===== src/rtl/led_ctrl_pkg.sv =====
// Shared encodings and pattern helpers for the LED mode controller.
// Mode/speed enums plus the pure next-state functions used by the FSM.
package led_ctrl_pkg;

    localparam int CNT_W = 25;
    localparam logic [3:0] PAT_RST = 4'b0001;

    typedef enum logic [1:0] {
        RUN_L = 2'd0,
        RUN_R = 2'd1,
        BLINK = 2'd2,
        HOLD  = 2'd3
    } mode_t;

    typedef enum logic [1:0] {
        SPD_0 = 2'd0,
        SPD_1 = 2'd1,
        SPD_2 = 2'd2,
        SPD_X = 2'd3
    } speed_t;

    function automatic mode_t next_mode(input mode_t m);
        case (m)
            RUN_L:   return RUN_R;
            RUN_R:   return BLINK;
            BLINK:   return HOLD;
            default: return RUN_L;
        endcase
    endfunction

    // SPD_X is never produced but falls back to the slowest speed
    function automatic speed_t next_speed(input speed_t s);
        case (s)
            SPD_0:   return SPD_1;
            SPD_1:   return SPD_2;
            default: return SPD_0;
        endcase
    endfunction

    function automatic logic [3:0] entry_pat(input mode_t m,
                                             input logic [3:0] p);
        case (m)
            RUN_L:   return 4'b0001;
            RUN_R:   return 4'b1000;
            BLINK:   return 4'b1111;
            default: return p;
        endcase
    endfunction

    function automatic logic [3:0] step_pat(input mode_t m,
                                            input logic [3:0] p);
        case (m)
            RUN_L:   return {p[2:0], p[3]};
            RUN_R:   return {p[0], p[3:1]};
            BLINK:   return ~p;
            default: return p;
        endcase
    endfunction

endpackage


===== src/rtl/led_mode_ctrl_tick.sv =====
// Programmable tick generator: one registered tick every limit+1 cycles.
// A clear restarts the count and suppresses the tick on that edge.
import led_ctrl_pkg::*;

module led_tick_gen (
    input  logic             sys_clk,
    input  logic             sys_rst,
    input  logic [CNT_W-1:0] limit,
    input  logic             clear,
    output logic             tick
);

    logic [CNT_W-1:0] cnt;

    always_ff @(posedge sys_clk) begin
        if (sys_rst) begin
            cnt  <= '0;
            tick <= 1'b0;
        end else if (clear) begin
            cnt  <= '0;
            tick <= 1'b0;
        end else if (cnt >= limit) begin
            cnt  <= '0;
            tick <= 1'b1;
        end else begin
            cnt  <= cnt + 1'b1;
            tick <= 1'b0;
        end
    end

endmodule


===== src/rtl/led_mode_ctrl.sv =====
// LED mode controller: mode/speed FSM driven by key pulses and a
// pattern register stepped by the tick generator.
import led_ctrl_pkg::*;

module led_mode_ctrl #(
    parameter logic [CNT_W-1:0] CNT_MAX_S0 = 25'd24_999_999,
    parameter logic [CNT_W-1:0] CNT_MAX_S1 = 25'd12_499_999,
    parameter logic [CNT_W-1:0] CNT_MAX_S2 = 25'd6_249_999
) (
    input  logic       sys_clk,
    input  logic       sys_rst,
    input  logic       key_mode,
    input  logic       key_speed,
    output logic [3:0] led_out,
    output logic [1:0] mode,
    output logic [1:0] speed
);

    mode_t            state, state_nxt;
    speed_t           spd, spd_nxt;
    logic [3:0]       pat, pat_nxt;
    logic [CNT_W-1:0] limit;
    logic             tick;
    logic             key_any;

    assign key_any = key_mode | key_speed;

    always_comb begin
        case (spd)
            SPD_1:   limit = CNT_MAX_S1;
            SPD_2:   limit = CNT_MAX_S2;
            default: limit = CNT_MAX_S0;
        endcase
    end

    led_tick_gen u_tick (
        .sys_clk (sys_clk),
        .sys_rst (sys_rst),
        .limit   (limit),
        .clear   (key_any),
        .tick    (tick)
    );

    always_ff @(posedge sys_clk) begin
        if (sys_rst) begin
            state <= RUN_L;
            spd   <= SPD_0;
            pat   <= PAT_RST;
        end else begin
            state <= state_nxt;
            spd   <= spd_nxt;
            pat   <= pat_nxt;
        end
    end

    // any key pulse discards a coincident tick step
    always_comb begin
        state_nxt = state;
        spd_nxt   = spd;
        pat_nxt   = pat;
        if (key_speed)
            spd_nxt = next_speed(spd);
        if (key_mode) begin
            state_nxt = next_mode(state);
            pat_nxt   = entry_pat(state_nxt, pat);
        end else if (!key_speed && tick) begin
            pat_nxt = step_pat(state, pat);
        end
    end

    assign led_out = ~pat;
    assign mode    = state;
    assign speed   = spd;

endmodule


===== config.mk =====
export PLATFORM = sky130hd
export DESIGN_NAME = led_mode_ctrl
export DESIGN_NICKNAME = d
export VERILOG_FILES = /design/src/rtl/led_ctrl_pkg.sv /design/src/rtl/led_mode_ctrl_tick.sv /design/src/rtl/led_mode_ctrl.sv
export SDC_FILE = /design/constraint.sdc
export NUM_CORES = 1
export LEC_CHECK = 0
export CAP_MARGIN = 30
export CORE_ASPECT_RATIO = 1.1
export CORE_UTILIZATION = 50
export DETAILED_ROUTE_END_ITERATION = 10
export PLACE_DENSITY = 0.71
export SLEW_MARGIN = 25
export SYNTH_ARGS = -nofsm -noshare
export SYNTH_HDL_FRONTEND = slang
export SYNTH_SLANG_ARGS = --single-unit

===== constraint.sdc =====
create_clock -name sys_clk -period 2 [get_ports sys_clk]
set_input_delay 0.3 -clock sys_clk [delete_from_list [all_inputs] [get_ports sys_clk]]
set_output_delay 0.3 -clock sys_clk [all_outputs]
set_load 0.02 [all_outputs]

==> results of run 1 <==
## routing by layer
metal / wire, µm / vias up / GRT usage [%]
li1: - / 902 / -
met1: 2280 / 820 / 29.2
met3: 115 / 6 / 5.10
met5: 0 / - / 0
met2: 2360 / 22 / 35.2
met4: 72 / 0 / 8.21
## cells by family after synthesis
| logic type | synth area share, % |
|---|---|
| adder cells (fa/ha/maj) | 9.61 |
| XOR/XNOR | 11.1 |
| buffers and inverters | 6.90 |
| AO/OA/AOI/OAI | 11.5 |
| AND/OR/NAND/NOR | 29.2 |
| multiplexers | 0.905 |
| flip-flops | 30.8 |
## power by group through the flow
| stage | clock network (µW) | registers (µW) | logic [µW] |
|---|---|---|---|
| final | 625 | 709 | 283 |
| after global routing | 669 | 712 | 309 |
| after CTS | 642 | 708 | 272 |
| after detailed placement | 0 | 725 | 258 |
| after global placement | 0 | 725 | 254 |
| after floorplan | 0 | 731 | 168 |
## synth_stat cells (2+ instances only)
cell / instances / share of area [%]
nor3b_1: 4 / 1.4
a22oi_1: 3 / 1.0
xnor2_1: 9 / 3.6
o21a_1: 2 / 0.68
ha_1: 17 / 9.6
a211oi_1: 11 / 3.7
nor2_1: 15 / 2.5
mux2i_1: 2 / 0.90
buf_6: 2 / 1.0
nand2_1: 12 / 2.0
nand2b_1: 4 / 1.1
nor3_1: 9 / 2.0
and3_1: 4 / 1.1
buf_2: 2 / 0.45
clkbuf_1: 5 / 0.85
o211ai_1: 2 / 0.68
a21oi_1: 6 / 1.4
xor2_1: 19 / 7.5
a31oi_1: 3 / 0.85
nor4_4: 2 / 1.9
inv_1: 13 / 2.2
nand4_1: 11 / 3.1
dfxtp_1: 34 / 31
buf_12: 2 / 1.8
nand3_1: 9 / 2.0
nor3_2: 20 / 9.0
## through the flow
stage / utilization, % / area [µm²] / std cells / hold WS (ps) / power, µW
finish: 64.9 / 2780 / 320 / 517 / 1620
CTS: 62.9 / 2700 / 319 / 514 / 1620
global route: 64.9 / 2780 / 320 / 552 / 1690
floorplan: - / 2270 / 238 / 450 / 899
detailed placement: 57.8 / 2470 / 305 / 502 / 983
global placement: 57.8 / 2470 / 305 / 498 / 979
## sequential cells by signal (all words and copies together) (netlist names)
name,flops
u_tick.cnt,25
u_tick.tick,1
pat,4
speed,2
mode,2
## area by class of cell
| type | instances | area [µm²] | area share (%) |
|---|---|---|---|
| timing repair buffer | 33 | 349 | 12.5 |
| multi-input combinational | 178 | 1510 | 54.4 |
| clock inverter | 3 | 40.0 | 1.44 |
| inverter | 13 | 56.3 | 2.02 |
| clock buffer | 5 | 68.8 | 2.47 |
| sequential | 34 | 688 | 24.7 |
| tap | 54 | 67.6 | 2.43 |
## critical path: cells and delay by family (launching register included)
| kind | cells | cell delay, ps |
|---|---|---|
| AOI/OAI and AO/OA | 4 | 580 |
| adders and majority gates | 2 | 560 |
| buffers and inverters | 4 | 400 |
| DFF | 1 | 370 |
| and+or+nand+nor | 1 | 40 |
## worst min-delay path by stage
stage | start | to | slack [ps] | cells past startpoint
after CTS | mode[1] | mode[1] | 510 | 2
after global routing | mode[1] | mode[1] | 550 | 2
after floorplan | key_speed | speed[0] | 450 | 2
final | mode[1] | mode[1] | 520 | 2
after global placement | mode[1] | mode[1] | 500 | 2
after detailed placement | mode[1] | mode[1] | 500 | 2
## repair_timing
item	in CTS	in global routing
setup buffers	4	0
resized for setup	11	11
setup endpoints to repair	26	26
gates cloned	2	1
pin swaps	7	13
==> qor.txt, run 1 <==
Status: complete, but fails checks
Failing checks: negative setup slack
Sequential fraction of the synthesis area: 30.8%
Fin nets: 286
Commonest non-fill, non-tap cell in the layout: dfxtp_1
Grt total ovfl: 0
Layout cells sized above 1: 29.7%
RSZ-0062 raised after global routing: yes
Worst Setup Start Kind: register
Max-Cap Viols: 0
Synthesis-stage register bit count: 34
Clock Latency Late Sink: 290 ps
Worst path slowest cell: dfxtp_4
Drt via density: 5.47
Most frequent cells in the layout: 32 x dfxtp_1, 23 x nor3_2, 19 x xor2_1
Vias in the first global route: 1699
Ports: 12
Final WS setup: -65.3 ps
Clock root buffer: clkbuf_8
Mapped Nets: 259
Tcrit/Tclk final: 103%
Worst slack, placed: -38.0 ps
Synthesis Warnings: 0
Largest net degree at the start of global routing: 26
Worst Setup End Kind: register
CTS tree: done
First-pass GRT wire length: 7870 µm
# diodes: 0
Worst slew pin tran: 413 ps
Clock Pin Slew Worst Setup and Hold Paths: 70 ps
Cells along the critical path: inv_4, ha_4, inv_4, ha_4, a21oi_4, o31ai_4, a21oi_2, a21oi_4, buf_6, clkbuf_16, nor3_2
F_max: 484 MHz
Worst-path maximum fanout: 4
Post-Syn Area: 2210 µm²
Seq pwr share: 43.9%
Power density cells: 581 nW/µm²
Final Hold Fails: 0
Post-synth top flop: dfxtp_1
Reg-to-reg slack, setup: -70 ps
Crit path largest cell delay: 370 ps
Max Slew Vio Count: 0
WL per Instance: 15.1 µm
Antenna violations before repair: 0
DPL Wire Length: 3180 µm
Req. time, crit path: 2180 ps
Area Overhead vs Synth: 25.7%
Die W: 65.4 µm
Gate power share: 17.5%
Slew margin rel.: 72.3%
Die area: 4700 µm²
Crit Path Class: register to register
Post-synth EDFFs: 0
Initial core utilization: 51.6%
Iter 0 DRT Violations: 89
1st-pass router iterations: 4
TritonCTS Buffers: 5
Htree depth: 2
Placer congestion estimate: 0.811
Routed Antenna Nets: 0
CP Launch Point: speed[0]
Data arrival, critical path: 2250 ps
Synth Instances: 238
DRC viols: 0
Total GRT Usage: 22.2%
Chip Height: 71.8 µm
DR vias: 1750
CTS Hold Bufs: 0
Reg2reg path depth: 11
Power Internal: 1190 µW
CTS Sinks: 34
Layout Skew: 6.55 ps
Worst Setup EP: u_tick.cnt[0]
Hold Path Class: register to register
Avg Cell Area, Syn: 9.30 µm²
TNS Setup: -1110 ps
Fillers: 354
Endpoints failing setup: 26
Tmin final: 2070 ps
Clock power frac: 38.7%
Drt total wl: 4830 µm
Worst reg2reg path endpoint: u_tick.cnt[0]
Number of distinct library cells after synthesis: 42
# rows: 25
Max Buffers Root-to-Sink: 2
Port-buffer cells: 11
VDD IR max: 371 µV
Async SR Flop Fraction: 0%
Core box area: 4290 µm²
Sw Ratio: 26.4%
Static leakage: 0.00101 µW
Reg2reg start: speed[0]
Psw: 428 µW
Note: power is estimated with default switching activity, not from simulation.
==> run 2: changes to the inputs <==
CAP_MARGIN = unset   (was 30)
==> results of run 2 <==
The final DEF is identical to that of run 1; final timing and power are the same.
